<file path="config.mk">
export PLATFORM = sky130hd
export DESIGN_NAME = pipe_reg_chain
export DESIGN_NICKNAME = d
export VERILOG_FILES = /design/src/rtl/pipe_reg_chain.sv
export SDC_FILE = /design/constraint.sdc
export NUM_CORES = 1
export LEC_CHECK = 0
export CAP_MARGIN = 20
export CORE_MARGIN = 5
export CORE_UTILIZATION = 49
export CTS_CLUSTER_SIZE = 20
export DETAILED_ROUTE_END_ITERATION = 10
export GPL_TIMING_DRIVEN = 1
export PLACE_DENSITY = 0.77
export SLEW_MARGIN = 25
export SYNTH_ARGS = -nofsm -noshare
export SYNTH_HDL_FRONTEND = slang
export SYNTH_SLANG_ARGS = --single-unit
export TNS_END_PERCENT = 1
</file>
<file path="constraint.sdc">
create_clock -name clk -period 2.48 [get_ports clk]
set_clock_uncertainty 0.1 [all_clocks]
set_input_delay 0.496 -clock clk [delete_from_list [all_inputs] [get_ports clk]]
set_output_delay 0.496 -clock clk [all_outputs]
set_load 0.1 [all_outputs]
</file>
<file path="src/rtl/pipe_reg_chain.sv">
// pipe_reg_chain: chain of DEPTH handshaked pipeline registers of width N.
// Each stage advances whenever it is empty or the stage after it can advance,
// so bubbles collapse under back-pressure. A synchronous flush clears every
// valid bit while holding data. count is the registered number of valid stages.
//
// Ports:
//   clk        clock, rising edge
//   rst        asynchronous active-high reset
//   flush      synchronous clear of all valid bits, blocks both handshakes
//   in_valid   upstream word present
//   in_ready   chain accepts the upstream word this cycle
//   in_data    upstream word
//   out_valid  last stage holds a word
//   out_ready  downstream accepts the word this cycle
//   out_data   data of last stage (driven regardless of valid)
//   count      number of valid stages, 0..DEPTH
module pipe_reg_chain #(
  parameter int unsigned   N           = 32,
  parameter int unsigned   DEPTH       = 2,
  parameter logic [N-1:0]  RESET_VALUE = '0,
  localparam int unsigned  CW          = $clog2(DEPTH + 1)
) (
  input  logic          clk,
  input  logic          rst,
  input  logic          flush,
  input  logic          in_valid,
  output logic          in_ready,
  input  logic [N-1:0]  in_data,
  output logic          out_valid,
  input  logic          out_ready,
  output logic [N-1:0]  out_data,
  output logic [CW-1:0] count
);

  logic [DEPTH-1:0] valid_q, valid_d;
  logic [DEPTH-1:0] data_en;
  logic [N-1:0]     data_q [DEPTH];
  logic [N-1:0]     data_src [DEPTH+1];
  logic [DEPTH:0]   valid_src;
  logic [DEPTH-1:0] rdy;
  logic [CW-1:0]    count_d;

  // Ready propagates backwards: a stage may load if it, or any stage after it,
  // is empty, or the downstream consumer is taking the last word. Accumulating
  // in a local avoids a self-referencing vector.
  always_comb begin
    logic acc;
    acc = out_ready;
    rdy = '0;
    for (int i = DEPTH - 1; i >= 0; i--) begin
      acc    = acc | ~valid_q[i];
      rdy[i] = acc;
    end
  end

  // Source of each stage: index 0 is the upstream port, index i+1 is stage i.
  always_comb begin
    valid_src    = {valid_q, in_valid};
    data_src[0]  = in_data;
    for (int i = 0; i < DEPTH; i++) begin
      data_src[i+1] = data_q[i];
    end
  end

  always_comb begin
    valid_d = valid_q;
    data_en = '0;
    if (flush) begin
      valid_d = '0;
    end else begin
      for (int i = 0; i < DEPTH; i++) begin
        if (rdy[i]) begin
          valid_d[i] = valid_src[i];
          // Bubbles move the valid bit only, so data stays deterministic.
          data_en[i] = valid_src[i];
        end
      end
    end
  end

  always_comb begin
    count_d = '0;
    for (int i = 0; i < DEPTH; i++) begin
      count_d = count_d + CW'(valid_d[i]);
    end
  end

  always_ff @(posedge clk or posedge rst) begin
    if (rst) begin
      valid_q <= '0;
      count   <= '0;
    end else begin
      valid_q <= valid_d;
      count   <= count_d;
    end
  end

  always_ff @(posedge clk or posedge rst) begin
    if (rst) begin
      for (int i = 0; i < DEPTH; i++) begin
        data_q[i] <= RESET_VALUE;
      end
    end else begin
      for (int i = 0; i < DEPTH; i++) begin
        if (data_en[i]) begin
          data_q[i] <= data_src[i];
        end
      end
    end
  end

  assign in_ready  = rdy[0] & ~flush;
  assign out_valid = valid_q[DEPTH-1] & ~flush;
  assign out_data  = data_q[DEPTH-1];

endmodule

</file>
==> results by group <==
Outcome
  • Status: finished, final reports clean

Synth
  • FF+latch count, synth: 68
  • Post-Syn Area per Cell: 16.07 µm²
  • Share of Yosys cell area claimed by the top area cell type: 0.5785
  • Register area share after synthesis: 0.5785
  • Synth Net Count: 221
  • Largest area contributor in the netlist: dfrtp_1
  • Syn Inst Count: 183
  • Yosys cell types: 15
  • Synth warnings: 0
  • Synth area leaders: dfrtp_1 (58%), mux2_4 (15%), mux2_2 (13%), buf_4 (8.2%), buf_12 (2.0%)
  • Post-synthesis cell area: roughly 2900 µm²

STA
  • Final Cycle Share: 0.8868
  • Worst slew pin tran: between 0.5 and 0.6 ns
  • Fmax: roughly 0.45 GHz
  • Slew Limit Fails: 0
  • Worst slew slack as a fraction of its limit: 0.6233
  • RSZ-0062 raised after global routing: no
  • Final setup viols: 0
  • Post-route minimum period: approximately 2.2 ns
  • Final hold violations: 0
  • TNS Setup: 0 ns

Finish
  • Most frequent cells in the layout: dfrtp_1 (68), buf_4 (39), clkdlybuf4s50_1 (36)
  • Layout cell share with drive strength beyond 1: 0.5292
  • Number of nets in the layout: around 270
  • Utilization after layout: 0.6290
  • Fillers: 465
  • Synth-to-layout area growth: 25.86%
  • Non-filler instance count after layout: 315
  • Antenna diodes: 0
  • Commonest non-fill, non-tap cell in the layout: dfrtp_1

Clock tree
  • CTS Buf Count: 9
  • Worst-Skew Late Latency: about 0.33 ns
  • H-tree level count: 3
  • Post-cts hold buffer count: 0
  • CTS Root Cell: clkbuf_8
  • CTS tree: built
  • Worst-case clock buffer depth: 2
  • Clock sink count: 68
  • Post_cts resized: 0
  • Worst-path clk slew: approximately 0.070 ns
  • Post-CTS Repair Setup Buffers: 0

Floorplan
  • Die H: slightly below 90 µm
  • Die W: just under 90 µm
  • CORE AREA: between 5000 and 6000 µm²
  • I/O pin cnt: 73
  • Die footprint: 7653 µm²
  • Row count: 28
  • Initial core utilization: 0.4998

Detailed routing
  • First-iteration detailed-routing DRC count: 43
  • Vias per cell: around 4.7
  • WL/cell: between 15 and 20 µm
  • Vias: between 1000 and 1500
  • Antenna Violating Nets Remaining: 0
  • DR DRC count: 0
  • WL final: between 4000 and 5000 µm
  • 1st-pass router iterations: 3

GRT
  • GR Util All Layers: 0.1404
  • First-pass GRT wire length: 7976 µm
  • Largest net degree at the start of global routing: 25
  • Initial antenna violation count: 0
  • Vias in the first global route: approximately 1600
  • GR Overflow Total: 0

Power and ir drop
  • Comb pwr share: 0.429
  • Peak VDD IR: around 0.61 mV
  • Int Power: between 2 and 3 mW
  • Seq pwr share: 0.332
  • Static Leak: around 1.7 nW
  • Sw frac: 0.4333
  • Clock power share: 0.238
  • Pwr dens: around 1200 nW/µm²
  • Psw: roughly 1.9 mW

Critical path
  • Crit Path Max Fanout: 2
  • Kind of critical path: primary input to primary output
  • Startpoint type of the worst setup path: primary input
  • CP Capture Type: primary output
  • CP required: 1.88 ns
  • CP arrival: roughly 1.6 ns

Place
  • PortBufs: 72
  • Final RePlAce weighted congestion: 0.6739
  • Dpl hpwl: between 3000 and 4000 µm
  • Placed cell count: about 300

Hold path
  • Worst hold path class: flip-flop to flip-flop

Job
  • Max_cap viols: 0
-- stage by stage --
stage | area (µm²) | setup slack (ns) | total power, mW | hold WS (ns)
floorplan | 2944 | 0.05266 | 3.243 | 0.3736
finish | 3702 | 0.2808 | 4.447 | 0.4078
global route | 3702 | 0.2173 | 4.615 | 0.4194
global placement | 3471 | 0.09959 | 3.397 | 0.3823
detailed placement | 3471 | 0.07480 | 3.426 | 0.3900
CTS | 3702 | 0.2710 | 4.501 | 0.4102
-- cells in the mapped netlist (all sizes together) --
cell type   n
and2b       1
and3b       1
buf        39
dfrtp      68
ha          1
inv         1
mux2       64
nor2        5
nor2b       1
nor3b       1
or3b        1
-- state kept, by name (all words and copies together) (netlist names) --
signal / cells
data_q: 32
out_data: 32
valid_q: 2
count: 2
-- worst paths after layout --
check                                       start                  endpoint  slack (ns)  depth (start not counted)
setup / recovery                        out_ready                  in_ready        0.28                          5
setup reg to reg             valid_q[1]$_DFF_PP0_    data_q[38]$_DFFE_PP0P_        0.66                          4
min in group asynchronous                     rst   out_data[9]$_DFFE_PP0P_        0.44                          2
hold reg to reg            data_q[46]$_DFFE_PP0P_    data_q[46]$_DFFE_PP0P_        0.41                          1
max in group asynchronous                     rst  out_data[16]$_DFFE_PP0P_        1.33                          3
hold / removal             data_q[46]$_DFFE_PP0P_    data_q[46]$_DFFE_PP0P_        0.41                          1
-- layer usage --
layer  track usage  up-vias  part of all wire
met5             0        -                 0
met4       0.08368        0             0.023
met3       0.03879       10             0.055
met2        0.2240       42              0.51
met1        0.1687      741              0.42
li1              -      697                 -
-- power by group through the flow --
stage	sequential [mW]	clock, mW	combinational [mW]
2_1_floorplan	1.47	0	1.77
3_3_place_gp	1.49	0	1.90
3_5_place_dp	1.50	0	1.92
4_1_cts	1.48	1.09	1.93
5_1_grt	1.51	1.14	1.96
6_report	1.48	1.06	1.91
-- worst max-delay path, cell delays in order --
cell and delay [ns]:
clkdlybuf4s50_1 0.47, and3b_1 0.19, buf_4 0.14, nor2_2 0.12, buf_12 0.19
-- cell type report --
cell class / count / area [µm²] / area share
Clock buffer: 11 / 131.4 / 0.03548
Clock inverter: 5 / 100.1 / 0.02704
Inverter: 1 / 3.754 / 0.001014
Multi-Input combinational cell: 75 / 918.4 / 0.2481
Sequential cell: 68 / 1702 / 0.4596
Tap cell: 75 / 93.84 / 0.02535
Timing Repair Buffer: 80 / 753.2 / 0.2034
-- cells by family after synthesis --
logic type / synth area share
mux: 0.2833
flops: 0.5785
buf+inv: 0.1123
simple gates: 0.02170
fa+ha+maj: 0.004253
(Power assumes the default switching activity.)
